[src/rtl/theta_slice_sequencer_pkg.sv]
`default_nettype none
// +------------------------------------------------------------------+
// | theta_slice_sequencer_pkg                                         |
// | Shared slice geometry and sequencer state encoding.               |
// | Rev 1.0                                                           |
// +------------------------------------------------------------------+
package theta_slice_sequencer_pkg;

  localparam int c_CNT_W      = 6;
  localparam int c_NUM_SLICES = 64;

  localparam logic [1:0] c_IDLE  = 2'd0;
  localparam logic [1:0] c_CLEAR = 2'd1;
  localparam logic [1:0] c_RUN   = 2'd2;
  localparam logic [1:0] c_DONE  = 2'd3;

endpackage
`default_nettype wire

[src/rtl/theta_slice_sequencer_slice_counter.sv]
`default_nettype none
// +------------------------------------------------------------------+
// | theta_slice_sequencer_slice_counter                               |
// | Slice-select up-counter with sync clear, enable and terminal flag.|
// | Rev 1.0                                                           |
// +------------------------------------------------------------------+
module theta_slice_sequencer_slice_counter
  import theta_slice_sequencer_pkg::*;
#(
  parameter int CNT_W      = c_CNT_W,
  parameter int NUM_SLICES = c_NUM_SLICES
) (
  input  logic             clk,
  input  logic             rst,
  input  logic             i_clear,
  input  logic             i_enable,
  output logic [CNT_W-1:0] o_cnt,
  output logic             o_terminal
);

  localparam logic [CNT_W-1:0] c_LAST = CNT_W'(NUM_SLICES - 1);

  logic [CNT_W-1:0] r_cnt;
  logic             w_terminal;

  assign w_terminal = (r_cnt == c_LAST);

  // Wrap explicitly at the last slice so the select never leaves 0..NUM_SLICES-1.
  always_ff @(posedge clk) begin
    if (rst || i_clear) begin
      r_cnt <= '0;
    end else if (i_enable) begin
      r_cnt <= w_terminal ? '0 : r_cnt + CNT_W'(1);
    end
  end

  assign o_cnt      = r_cnt;
  assign o_terminal = w_terminal;

endmodule
`default_nettype wire

[src/rtl/theta_slice_sequencer.sv]
`default_nettype none
// +------------------------------------------------------------------+
// | theta_slice_sequencer                                             |
// | Clears the slice registers, then sweeps one write per slice.      |
// | Rev 1.0                                                           |
// +------------------------------------------------------------------+
module theta_slice_sequencer
  import theta_slice_sequencer_pkg::*;
#(
  parameter int CNT_W      = c_CNT_W,
  parameter int NUM_SLICES = c_NUM_SLICES
) (
  input  logic             clk,
  input  logic             rst,
  input  logic             start,
  input  logic             stall,
  output logic [CNT_W-1:0] cntSelOut,
  output logic             regRst,
  output logic             regWrite,
  output logic             busy,
  output logic             done
);

  logic [1:0]       r_state;
  logic [1:0]       w_nextState;
  logic [CNT_W-1:0] w_cnt;
  logic             w_terminal;
  logic             w_cntClear;
  logic             w_cntEnable;

  // Counter only moves in RUN; every other state parks it at zero.
  assign w_cntClear  = (r_state != c_RUN);
  assign w_cntEnable = (r_state == c_RUN) && !stall;

  theta_slice_sequencer_slice_counter #(
    .CNT_W      (CNT_W),
    .NUM_SLICES (NUM_SLICES)
  ) u_sliceCounter (
    .clk        (clk),
    .rst        (rst),
    .i_clear    (w_cntClear),
    .i_enable   (w_cntEnable),
    .o_cnt      (w_cnt),
    .o_terminal (w_terminal)
  );

  always_ff @(posedge clk) begin
    if (rst) begin
      r_state <= c_IDLE;
    end else begin
      r_state <= w_nextState;
    end
  end

  always_comb begin
    w_nextState = r_state;
    case (r_state)
      c_IDLE:  if (start) w_nextState = c_CLEAR;
      c_CLEAR: w_nextState = c_RUN;
      c_RUN:   if (!stall && w_terminal) w_nextState = c_DONE;
      c_DONE:  w_nextState = c_IDLE;
      default: w_nextState = c_IDLE;
    endcase
  end

  always_comb begin
    cntSelOut = w_cnt;
    regRst    = rst || (r_state == c_CLEAR);
    regWrite  = (r_state == c_RUN) && !stall && !rst;
    busy      = (r_state != c_IDLE);
    done      = (r_state == c_DONE);
  end

endmodule
`default_nettype wire

[config.mk]
export PLATFORM = sky130hd
export DESIGN_NAME = theta_slice_sequencer
export DESIGN_NICKNAME = d
export VERILOG_FILES = /design/src/rtl/theta_slice_sequencer_pkg.sv /design/src/rtl/theta_slice_sequencer_slice_counter.sv /design/src/rtl/theta_slice_sequencer.sv
export SDC_FILE = /design/constraint.sdc
export NUM_CORES = 1
export LEC_CHECK = 0
export ABC_AREA = 1
export BUFFER_PORTS_ARGS = -buffer_cell sky130_fd_sc_hd__buf_2
export CAP_MARGIN = 20
export CORE_AREA = 10 10 47 49
export CTS_CLUSTER_DIAMETER = 100
export DETAILED_ROUTE_END_ITERATION = 6
export DIE_AREA = 0 0 57 59
export PLACE_DENSITY = 0.66
export SYNTH_ARGS = -nofsm -noshare
export SYNTH_HDL_FRONTEND = slang
export SYNTH_HIERARCHICAL = 1
export SYNTH_SLANG_ARGS = --single-unit
[constraint.sdc]
create_clock -name clk -period 4.64 [get_ports clk]
set_input_delay 0.928 -clock clk [delete_from_list [all_inputs] [get_ports clk]]
set_output_delay 0.928 -clock clk [all_outputs]
set_load 0.01 [all_outputs]
==> results.txt, run 1 <==
----------------------------------------------------
[Synth]
  Synthesized instance count ... 69
  Async set-reset flop share out of synthesis ... 0
  Synthesis-stage register bit count ... 8
  Share of synthesized area occupied by flip-flops and latches ... 0.332
  Leading register cell type out of synthesis ... dfxtp_1
  Top-count cell post-synth ... nand2_1
  Total number of yosys warnings ... 6
  Syn_nets ... 78
  Most used standard cells in the synthesized netlist ... nand2_1 (15), inv_1 (12), dfxtp_1 (8), nor2_1 (8)
  Number of unique standard cell types used by synthesis ... 17
  Post-Synthesis Mean Instance Area ... 7.00 sq um
  Post-synthesis cell type with the largest combined area ... dfxtp_1
  Proportion of netlist area held by the largest area contributor ... 0.332
  Top cells by area in the synthesized netlist ... dfxtp_1 (33%), ha_1 (13%), nand2_1 (12%)
  Cell Area, Synth ... 483 sq um
  Number of enable flip-flop cells after synthesis ... 0

[Clock tree]
  Hold Buf Count CTS ... 0
  Number of instances resized during post-cts repair ... 0
  Clock root cell ... clkbuf_4
  Buffers inserted during post-CTS setup optimization ... 0
  Number of sinks on the clock net ... 8
  H-tree level count ... 1
  TritonCTS clock tree ... built
  Clock buffer depth ... 2
  Cts bufs inserted ... 3
  Clock latency on the worst-skew pair ... 250 ps
  Reg clk slew, reported paths ... 50 ps

[Power and ir drop]
  Largest voltage drop on the vdd net ... 0.220 mV
  Switching component of the power ... 0.100 mW
  Power share of the sequential group ... 0.350
  Power Total ... 0.252 mW
  Sw Share ... 0.397
  Areal power density over the cells ... 427 mW/mm^2
  Power share of the clock group ... 0.213
  Reported leakage power ... 0.285 nW
  Part of the power in combinational logic ... 0.437
  Internal Power ... 0.152 mW

[Critical path]
  Cell count of the worst reg-to-reg path ... 9
  Slowest stage cell, crit path ... or2_2
  Critical path startpoint category ... input pin
  R2r setup slk ... 3000 ps
  CP Buf/Inv Count ... 2
  Type of element capturing the critical path ... output pin
  Data required time of the worst path ... 3710 ps
  Critical setup path kind ... input pin to output pin
  Max FO, Critical Path ... 4
  Kind of cell adding the most delay to the critical path ... simple AND/OR/NAND/NOR gates
  Worst reg2reg endpoint ... u_sliceCounter/o_cnt[4]$_SDFFE_PP0P_
  Critical Path AT ... 1470 ps
  Critical register-to-register path startpoint ... r_state[0]$_SDFFE_PP0P_
  Chain of cells forming the critical path ... buf_2 > or2_2 > buf_2
  Crit-path max cell delay ... 280 ps
  Dominant cell type by count on the critical path ... buf_2

[Global route]
  Initial antenna violation count ... 0
  Overall fraction of global-route tracks in use ... 0.0706
  Largest net degree at the start of global routing ... 7
  First-pass GRT wire length ... 1.83 mm
  Remaining global-route overflow ... 0
  Number of global-route vias before repair ... 446

[Detailed routing]
  Remaining antenna violation count ... 0
  Drt via density ... 4.45
  Top Layer Used ... met4
  Number of design-rule violations left by the first detailed-router iteration ... 7
  Final routed DRC violation total ... 0
  Wire length after detailed routing ... 1.02 mm
  Routed wl met2 ... 478 microns
  Via total after detailed routing ... 449
  Router iterations before antenna repair ... 5
  Detail-routed net length per standard cell ... 10.1 microns
  Length of routed wiring on met1 ... 451 microns
  Detail Route met3 WL ... 83 microns

[Timing]
  Setup violation total in the final timing report ... 0
  Hold_ws ... 515 ps
  Count of final hold-check violations ... 0
  Clock Skews ... 1.50 ps
  Sum of negative setup slack ... 0 ps
  Minimum period implied by the final worst setup slack ... 2400 ps
  Slew @ Worst Pin ... 424 ps
  Unrepaired setup endpoints after global routing ... false
  Portion of the clock cycle consumed by the worst path in the final layout ... 0.516
  Final slew viol count ... 0
  Relative slew slack ... 0.717
  Max Freq ... 417 MHz

[Final layout]
  Final layout net count ... 96
  Area growth, synth to finish ... 22.3%
  Share of layout cells above drive strength 1 ... 0.271
  Count of filler cells inserted in the layout ... 152
  # diodes ... 0

[Placement]
  GP Congestion ... 0.752
  Port-buffer cells ... 13
  Dpl hpwl ... 845 microns

[Floorplanning]
  Starting utilization of the core area ... 0.345
  # rows ... 14
  Die W ... 57 microns
  Die area ... 0.00336 sq mm
  Total core area ... 0.00140 sq mm
  Count of boundary I/O pins ... 14
  Die height ... 59 microns

[Flow run]
  Reported max-cap violation count ... 0

[Hold path]
  HP Class ... register to register
  Worst min-delay path startpoint ... u_sliceCounter/o_cnt[4]$_SDFFE_PP0P_
  End point of the worst hold path ... u_sliceCounter/o_cnt[4]$_SDFFE_PP0P_
  Worst hold path stage count ... 2

[Status]
  Status ... finished, final reports clean

----------------------------------------------------
==> worst max path at each step <==
stage          startpoint     end  slack, ps  depth (start not counted)
6_report              rst  regRst       2240                          3
4_1_cts               rst  regRst       2240                          3
3_3_place_gp          rst  regRst       2240                          3
2_1_floorplan         rst  regRst       2480                          1
5_1_grt               rst  regRst       2220                          3
3_5_place_dp          rst  regRst       2240                          3
==> state kept, by name, indices dropped and copies added (netlist names) <==
name	flops
r_state	2
u_sliceCounter/o_cnt	6
==> placed cells by master (no fill, tap or decap), types with 2 or more instances in the layout <==
cell type	n
o21ai_0	2
inv_1	12
nand2_1	15
nor3_1	2
nor2_1	8
nand2_2	3
dfxtp_1	8
clkbuf_4	3
a21oi_1	5
ha_1	5
nor2_2	2
buf_2	13
==> area by class of cell <==
class | instances | area [sq um] | area share
multi-input cells | 49 | 278 | 0.470
flip-flops and latches | 8 | 160 | 0.271
repair buffers | 13 | 65.1 | 0.110
inverters | 12 | 45.0 | 0.0763
clock buffers | 3 | 22.5 | 0.0381
well taps | 16 | 20.0 | 0.0339
==> worst min-delay path, delay by kind of cell (launching register included) <==
kind | cells | cell delay [ps]
compound gates | 1 | 50
flops | 1 | 360
simple gates | 1 | 70
==> power groups by stage <==
stage	combinational (mW)	sequential (mW)	clock (mW)
CTS	0.113	0.0886	0.0576
finish	0.110	0.0883	0.0537
detailed placement	0.113	0.0895	0
global route	0.126	0.0897	0.0602
global placement	0.110	0.0901	0
floorplan	0.0833	0.0875	0
==> cells by family (layout without fill, tap and decap cells) <==
kind of cell	count (synthesis)	after routing	synth area share
buffers and inverters	12	28	0.0933
AO/OA/AOI/OAI	8	8	0.0881
adder cells (fa/ha/maj)	5	5	0.130
AND/OR/NAND/NOR	35	35	0.339
XOR/XNOR	1	1	0.0181
flip-flops	8	8	0.332
==> per-layer routing <==
| metal | vias to the layer above | track usage |
|---|---|---|
| met1 | 186 | 0.0706 |
| met2 | 14 | 0.105 |
| met5 | - | 0 |
| met4 | 0 | 0.0604 |
| li1 | 247 | - |
| met3 | 2 | 0.0386 |
==> stage by stage <==
stage	std cells	utilization	setup WS (ps)	cell area (sq um)
4_1_cts	101	0.421	2240	591
5_1_grt	101	0.421	2220	591
6_report	101	0.421	2240	591
2_1_floorplan	69	-	2480	483
3_3_place_gp	98	0.405	2240	568
3_5_place_dp	98	0.405	2240	568
Note: power is estimated with default switching activity, not from simulation.
==> run 2: changes to the inputs <==
- clock period: 4.64 -> 2.3 ns (I/O delays scaled with it)
==> run 2 against run 1 <==
Compared with the run above:
- sequential share of layout area stayed put
- die area stayed put
- sequential cell count stayed put
- cell count stayed put
- utilization stayed put
- non-clock buffer count stayed put
- critical path depth is 1 higher
- global-route usage is 0.084 points lower
- worst hold slack worse by 8.3 ps
- critical endpoint unchanged
- highest routed layer unchanged
==> results.txt, run 2 (synthesis gave the netlist of run 1 again) <==
----------------------------------------------------
[Status]
  Status ... finished, final reports clean

[Timing]
  Clock Skews ... 0.794 ps (-0.703 ps)
  Count of final hold-check violations ... 0 (unchanged)
  Minimum period implied by the final worst setup slack ... 1750 ps
  Relative slew slack ... 0.729 (+0.0129)
  Setup violation total in the final timing report ... 0 (unchanged)
  Final worst setup slack ... 545 ps (-1700 ps)
  Unrepaired setup endpoints after global routing ... false
  Portion of the clock cycle consumed by the worst path in the final layout ... 0.763
  Slew @ Worst Pin ... 404 ps (-19.3 ps)
  Final slew viol count ... 0 (unchanged)
  Max Freq ... 570 MHz
  Sum of negative setup slack ... 0 ps (unchanged)

[Final layout]
  Share of layout cells above drive strength 1 ... 0.271 (unchanged)
  Most common cell after layout, fill and taps aside ... nand2_1
  Flip-flop count of the largest register after layout ... 6 (unchanged)
  Count of filler cells inserted in the layout ... 156 (+2.6%)
  Final layout net count ... 96 (unchanged)
  Most frequent cells in the layout ... nand2_1 (15), buf_2 (13), inv_1 (12), nor2_1 (8), dfxtp_1 (8)
  # diodes ... 0 (unchanged)
  Area growth, synth to finish ... 22.3% (unchanged)

[Critical path]
  Critical path startpoint category ... register
  Slowest stage cell, crit path ... dfxtp_1
  Chain of cells forming the critical path ... inv_1 > ha_1 > or2_2 > buf_2
  Cell count of the worst reg-to-reg path ... 9 (unchanged)
  Critical Path AT ... 1290 ps (-180 ps)
  Critical register-to-register path startpoint ... r_state[0]$_SDFFE_PP0P_
  Crit-path max cell delay ... 390 ps (+110 ps)
  Worst reg2reg endpoint ... u_sliceCounter/o_cnt[4]$_SDFFE_PP0P_
  Max FO, Critical Path ... 4 (unchanged)
  CP Buf/Inv Count ... 2 (unchanged)
  Type of element capturing the critical path ... output pin
  Kind of cell adding the most delay to the critical path ... flip-flops
  R2r setup slk ... 680 ps (-2320 ps)
  Data required time of the worst path ... 1840 ps (-1870 ps)
  Critical setup path kind ... register to output pin

[Global route]
  Largest net degree at the start of global routing ... 7 (unchanged)
  First-pass GRT wire length ... 1.86 mm (+1.9%)
  Initial antenna violation count ... 0 (unchanged)
  Overall fraction of global-route tracks in use ... 0.0698 (-0.000836)
  Remaining global-route overflow ... 0 (unchanged)
  Number of global-route vias before repair ... 483 (+8.3%)

[Detailed routing]
  Final routed DRC violation total ... 0 (unchanged)
  Detail-routed net length per standard cell ... 10.5 microns (+3.4%)
  Via total after detailed routing ... 457 (+1.8%)
  Remaining antenna violation count ... 0 (unchanged)
  Router iterations before antenna repair ... 4 (-1)
  Wire length after detailed routing ... 1.06 mm (+3.4%)
  Number of design-rule violations left by the first detailed-router iteration ... 6 (-1)
  Drt via density ... 4.52 (+1.8%)

[Power and ir drop]
  Internal Power ... 0.309 mW (+100%)
  Areal power density over the cells ... 865 mW/mm^2 (+100%)
  Reported leakage power ... 0.285 nW (unchanged)
  Switching component of the power ... 0.201 mW (+100%)
  Power share of the sequential group ... 0.350 (about the same)
  Power Total ... 0.511 mW (+100%)
  Power share of the clock group ... 0.209 (-0.004)
  Sw Share ... 0.394 (-0.00272)
  Part of the power in combinational logic ... 0.441 (+0.004)
  Largest voltage drop on the vdd net ... 0.502 mV (+130%)

[Clock tree]
  Reg clk slew, reported paths ... 50 ps (about the same)
  Cts bufs inserted ... 3 (unchanged)
  Clock root cell ... clkbuf_4
  H-tree level count ... 1 (unchanged)
  Number of sinks on the clock net ... 8 (unchanged)
  TritonCTS clock tree ... built
  Clock latency on the worst-skew pair ... 250 ps (about the same)
  Buffers inserted during post-CTS setup optimization ... 0 (unchanged)
  Clock buffer depth ... 2 (unchanged)
  Number of instances resized during post-cts repair ... 0 (unchanged)
  Hold Buf Count CTS ... 0 (unchanged)

[Placement]
  GP Congestion ... 0.684 (-9.1%)
  Dpl hpwl ... 878 microns (+3.8%)
  Port-buffer cells ... 13 (unchanged)
  Post-Place Setup Slack ... 701 ps (-1540 ps)

[Hold path]
  Worst hold path stage count ... 4 (+2)
  End point of the worst hold path ... r_state[1]$_SDFFE_PP0P_
  HP Class ... input pin to register
  Worst min-delay path startpoint ... rst

[Floorplanning]
  Total core area ... 0.00140 sq mm (unchanged)
  Die W ... 57 microns (unchanged)
  Die height ... 59 microns (unchanged)
  Die area ... 0.00336 sq mm (unchanged)
  Starting utilization of the core area ... 0.345 (unchanged)
  Count of boundary I/O pins ... 14 (unchanged)
  # rows ... 14 (unchanged)

[Flow run]
  Reported max-cap violation count ... 0 (unchanged)

----------------------------------------------------
[run 2: cell counts in the layout (fill, tap and decap cells not counted)]
Identical to the previous run, type by type.
[run 2: worst reg2reg max path, stage by stage (launching register included)]
cell     delay, ps
dfxtp_1        330
inv_1          100
ha_1           200
inv_1           80
nor2_1         330
nand2_2        120
nor2_1         190
nand2_1         70
nand2_1         60
nor2_1          40
[run 2: worst max-delay path by stage]
stage,end,slack [ps],from,cells after the start
6_report,regRst,550,r_state[1]$_SDFFE_PP0P_,4
5_1_grt,u_sliceCounter/o_cnt[4]$_SDFFE_PP0P_,420,r_state[0]$_SDFFE_PP0P_,9
4_1_cts,regRst,510,r_state[1]$_SDFFE_PP0P_,4
3_5_place_dp,u_sliceCounter/o_cnt[4]$_SDFFE_PP0P_,700,r_state[0]$_SDFFE_PP0P_,9
3_3_place_gp,u_sliceCounter/o_cnt[5]$_SDFFE_PP0P_,740,r_state[0]$_SDFFE_PP0P_,9
2_1_floorplan,u_sliceCounter/o_cnt[5]$_SDFFE_PP0P_,850,r_state[0]$_SDFFE_PP0P_,9
[run 2: cell type report]
cell class	count	area, sq um	area share
Timing Repair Buffer	13	65.1	0.110
Clock buffer	3	22.5	0.0381
Tap cell	16	20.0	0.0339
Sequential cell	8	160	0.271
Inverter	12	45.0	0.0763
Multi-Input combinational cell	49	278	0.470
[run 2: routing by layer]
layer / track usage / wire length [microns] / vias to the layer above / part of all wire
met5: 0 / 0 / - / 0
met4: 0.0604 / 8 / 0 / 0.0076
met3: 0.0300 / 76 / 2 / 0.072
met2: 0.115 / 494 / 12 / 0.47
met1: 0.0659 / 478 / 198 / 0.45
li1: - / - / 245 / -
[run 2: power by group through the flow]
| stage | Combinational (mW) | Sequential (mW) | Clock [mW] |
|---|---|---|---|
| 2_1_floorplan | 0.168 | 0.177 | 0 |
| 3_3_place_gp | 0.222 | 0.179 | 0 |
| 4_1_cts | 0.231 | 0.179 | 0.115 |
| 5_1_grt | 0.259 | 0.181 | 0.124 |
| 3_5_place_dp | 0.230 | 0.182 | 0 |
| 6_report | 0.225 | 0.179 | 0.107 |
[run 2: stage by stage]
stage	std cells	utilization	area [sq um]	hold WS [ps]
floorplan	69	-	483	499
global placement	98	0.405	568	504
detailed placement	98	0.405	568	514
CTS	101	0.421	591	498
finish	101	0.421	591	507
global route	101	0.421	591	524
==> run 3: changes to the inputs <==
- ABC_AREA: 1 -> 0
- PLACE_DENSITY: 0.66 -> 0.67
- clock period: 2.3 -> 1.4 ns (I/O delays scaled with it)
==> run 3 against run 2 <==
Compared with the run above:
- sequential cell count is the same
- utilization increased by 11 points
- highest routed layer unchanged
- combinational power up 97%
- worst setup slack lost 560 ps
- worst hold slack lost 190 ps
- cell area grew 27%
- sequential power increased by 54%
- first-iteration DRC count fell by 50%
- sequential share of layout area shrank 5.0 points
- register-to-register slack worse by 610 ps
- the flow now finishes with violations (setup timing)
==> results.txt, run 3 <==
----------------------------------------------------
[Detailed routing]
  Wire length after detailed routing ... 1.19 mm (+12%)
  Router iterations before antenna repair ... 4 (unchanged)
  Detail-routed net length per standard cell ... 12.8 microns (+22%)
  Drt via density ... 4.73 (+4.6%)
  Number of design-rule violations left by the first detailed-router iteration ... 3 (-3)
  Remaining antenna violation count ... 0 (unchanged)
  Via total after detailed routing ... 440 (-3.7%)
  Final routed DRC violation total ... 0 (unchanged)

[Timing]
  Relative slew slack ... 0.817 (+0.0874)
  Clock Skews ... 3.84 ps (+3.04 ps)
  Minimum period implied by the final worst setup slack ... 1420 ps
  Setup violation total in the final timing report ... 1 (+1)
  Sum of negative setup slack ... -15.8 ps (-15.8 ps)
  Max Freq ... 706 MHz
  Final slew viol count ... 0 (unchanged)
  Portion of the clock cycle consumed by the worst path in the final layout ... 1.01
  Slew @ Worst Pin ... 272 ps (-132 ps)
  Unrepaired setup endpoints after global routing ... true
  Count of final hold-check violations ... 0 (unchanged)
  Final worst setup slack ... -15.8 ps (-561 ps)

[Final layout]
  # diodes ... 0 (unchanged)
  Final layout net count ... 88 (-8.3%)
  Share of layout cells above drive strength 1 ... 0.623 (+0.353)
  Flip-flop count of the largest register after layout ... 6 (unchanged)
  Most frequent cells in the layout ... buf_2 (11), buf_4 (11), dfxtp_1 (6)
  Final design area excluding fillers ... 748 sq um (+27%)
  Final std cells w/o fill ... 93 (-7.9%)
  Final design utilization ... 0.534 (+0.112)
  Area growth, synth to finish ... 62.1%

[Synth]
  Async set-reset flop share out of synthesis ... 0 (unchanged)
  Top-count cell post-synth ... dfxtp_1
  Number of unique standard cell types used by synthesis ... 22 (+5)
  Syn_nets ... 58 (-26%)
  Synthesis-stage register bit count ... 8 (unchanged)
  Post-Synthesis Mean Instance Area ... 9.42 sq um (+35%)
  Proportion of netlist area held by the largest area contributor ... 0.347 (+0.0153)
  Post-synthesis compound-gate area fraction ... 0.103 (+0.0149)
  Most used standard cells in the synthesized netlist ... dfxtp_1 (8), ha_1 (5), nor2_1 (4), nor3_1 (4)
  Number of enable flip-flop cells after synthesis ... 0 (unchanged)
  Total number of yosys warnings ... 6 (unchanged)
  Cell Area, Synth ... 462 sq um (-4.4%)
  Synthesized instance count ... 49 (-29%)
  Share of synthesized area occupied by flip-flops and latches ... 0.347 (+0.0153)
  Leading register cell type out of synthesis ... dfxtp_1
  Top cells by area in the synthesized netlist ... dfxtp_1 (35%), ha_1 (14%), xor2_1 (5.7%)
  Dominant combinational cell family by area after synthesis ... simple AND/OR/NAND/NOR gates
  Fraction of the mapped netlist area in simple logic gates ... 0.268 (-0.0711)
  Post-synthesis cell type with the largest combined area ... dfxtp_1
  Proportion of synthesized area in mux cells ... 0.0434 (+0.0434)
  Adder-cell area share of the yosys netlist ... 0.136 (+0.00597)
  Post-synthesis share of cell area spent on xor and xnor gates ... 0.0569 (+0.0388)

[Placement]
  Post-Place Setup Slack ... 12.6 ps (-689 ps)
  Dpl hpwl ... 898 microns (+2.3%)
  Inst Count DP ... 87 (-11%)
  Port-buffer cells ... 13 (unchanged)
  GP Congestion ... 0.696 (+1.8%)
  Placed Area ... 624 sq um (+9.9%)

[Critical path]
  Critical setup path kind ... register to output pin
  Slowest stage cell, crit path ... dfxtp_4
  Critical Path AT ... 1140 ps (-150 ps)
  Chain of cells forming the critical path ... inv_2 > ha_2 > or2_4 > buf_6
  Type of element capturing the critical path ... output pin
  R2r setup slk ... 70 ps (-610 ps)
  Max FO, Critical Path ... 2 (-2)
  Worst reg2reg endpoint ... u_sliceCounter/o_cnt[5]$_SDFFE_PP0P_
  Critical register-to-register path startpoint ... r_state[1]$_SDFFE_PP0P_
  Data required time of the worst path ... 1120 ps (-720 ps)
  Cell count of the worst reg-to-reg path ... 7 (-2)
  Crit-path max cell delay ... 350 ps (-40 ps)
  Critical path startpoint category ... register

[Clock tree]
  Clock buffer depth ... 2 (unchanged)
  Number of sinks on the clock net ... 8 (unchanged)
  Cts bufs inserted ... 3 (unchanged)
  Hold Buf Count CTS ... 0 (unchanged)
  Clock root cell ... clkbuf_4
  Clock latency on the worst-skew pair ... 250 ps (about the same)
  TritonCTS clock tree ... built
  H-tree level count ... 1 (unchanged)
  Reg clk slew, reported paths ... 60 ps (about the same)

[Floorplanning]
  Starting utilization of the core area ... 0.329 (-0.0152)
  Count of boundary I/O pins ... 14 (unchanged)
  Die W ... 57 microns (unchanged)
  Die area ... 0.00336 sq mm (unchanged)
  # rows ... 14 (unchanged)
  Total core area ... 0.00140 sq mm (unchanged)
  Die height ... 59 microns (unchanged)

[Power and ir drop]
  Areal power density over the cells ... 1200 mW/mm^2 (+39%)
  Reported leakage power ... 0.333 nW (+17%)
  Largest voltage drop on the vdd net ... 0.740 mV (+47%)

[Global route]
  Initial antenna violation count ... 0 (unchanged)
  First-pass GRT wire length ... 2.06 mm (+11%)
  Remaining global-route overflow ... 0 (unchanged)
  Number of global-route vias before repair ... 478 (-1.0%)
  Overall fraction of global-route tracks in use ... 0.0762 (+0.00640)
  Largest net degree at the start of global routing ... 10 (+3)

[Status]
  Status ... finished with violations
  Violated checks ... setup timing

[Hold path]
  Worst hold path stage count ... 2 (-2)
  End point of the worst hold path ... r_state[0]$_SDFFE_PP0P_
  Worst min-delay path startpoint ... rst
  HP Class ... input pin to register

[Flow run]
  Reported max-cap violation count ... 0 (unchanged)

----------------------------------------------------
-- run 3: power by group --
part           internal (mW)  switching, mW  leakage (nW)  total [mW]
logic                  0.236          0.209         0.253       0.444
registers              0.256         0.0188        0.0658       0.275
clock network         0.0984         0.0824        0.0138       0.181
total                  0.590          0.310         0.333       0.900
-- run 3: cell families (layout without fill, tap and decap cells) --
kind of cell    Yosys count  in the layout
buf+inv                   5             33
simple gates             20             20
flops                     8              8
mux                       2              2
xor+xnor                  3              3
fa+ha+maj                 5              5
compound gates            6              6
-- run 3: area by class of cell --
type / instances / area [sq um]
repair buffers: 25 / 171
inverters: 5 / 23.8
fillers: 139 / 653
clock buffers: 3 / 22.5
multi-input cells: 36 / 345
well taps: 16 / 20.0
flip-flops and latches: 8 / 165
-- run 3: how the worst max path moves through the flow --
stage               cells past startpoint                    start  slack (ps)                                    to
finish                                  4  r_state[1]$_SDFFE_PP0P_         -20                                regRst
global route                            5  r_state[1]$_SDFFE_PP0P_         -60                              regWrite
CTS                                     5  r_state[1]$_SDFFE_PP0P_         -30                              regWrite
detailed placement                      6  r_state[1]$_SDFFE_PP0P_          10  u_sliceCounter/o_cnt[5]$_SDFFE_PP0P_
global placement                        6  r_state[1]$_SDFFE_PP0P_          40  u_sliceCounter/o_cnt[5]$_SDFFE_PP0P_
floorplan                               7  r_state[0]$_SDFFE_PP0P_           9  u_sliceCounter/o_cnt[5]$_SDFFE_PP0P_
-- run 3: timing repair --
action / CTS / global route
setup buffers: 4 / 0
setup endpoints to repair: 4 / 7
pin swaps: 1 / 4
resized for setup: 14 / 6
hold endpoints to repair: 0 / 0
-- run 3: layer usage --
layer	up-vias	track usage	wire [microns]
li1	230	-	-
met1	199	0.0716	481
met2	9	0.136	629
met3	2	0.0279	66
met4	0	0.0503	9
met5	-	0	0
-- run 3: critical path, delay by kind of cell (launching register included) --
family,cells,cell delay [ps]
buffers and inverters,2,160
adder cells (fa/ha/maj),1,160
flip-flops,1,350
AND/OR/NAND/NOR,1,220
-- run 3: stage by stage --
step                hold WS, ps  total power, mW
finish                      313            0.900
CTS                         295            0.906
detailed placement          501            0.565
floorplan                   346            0.459
global placement            497            0.554
global route                331            0.960
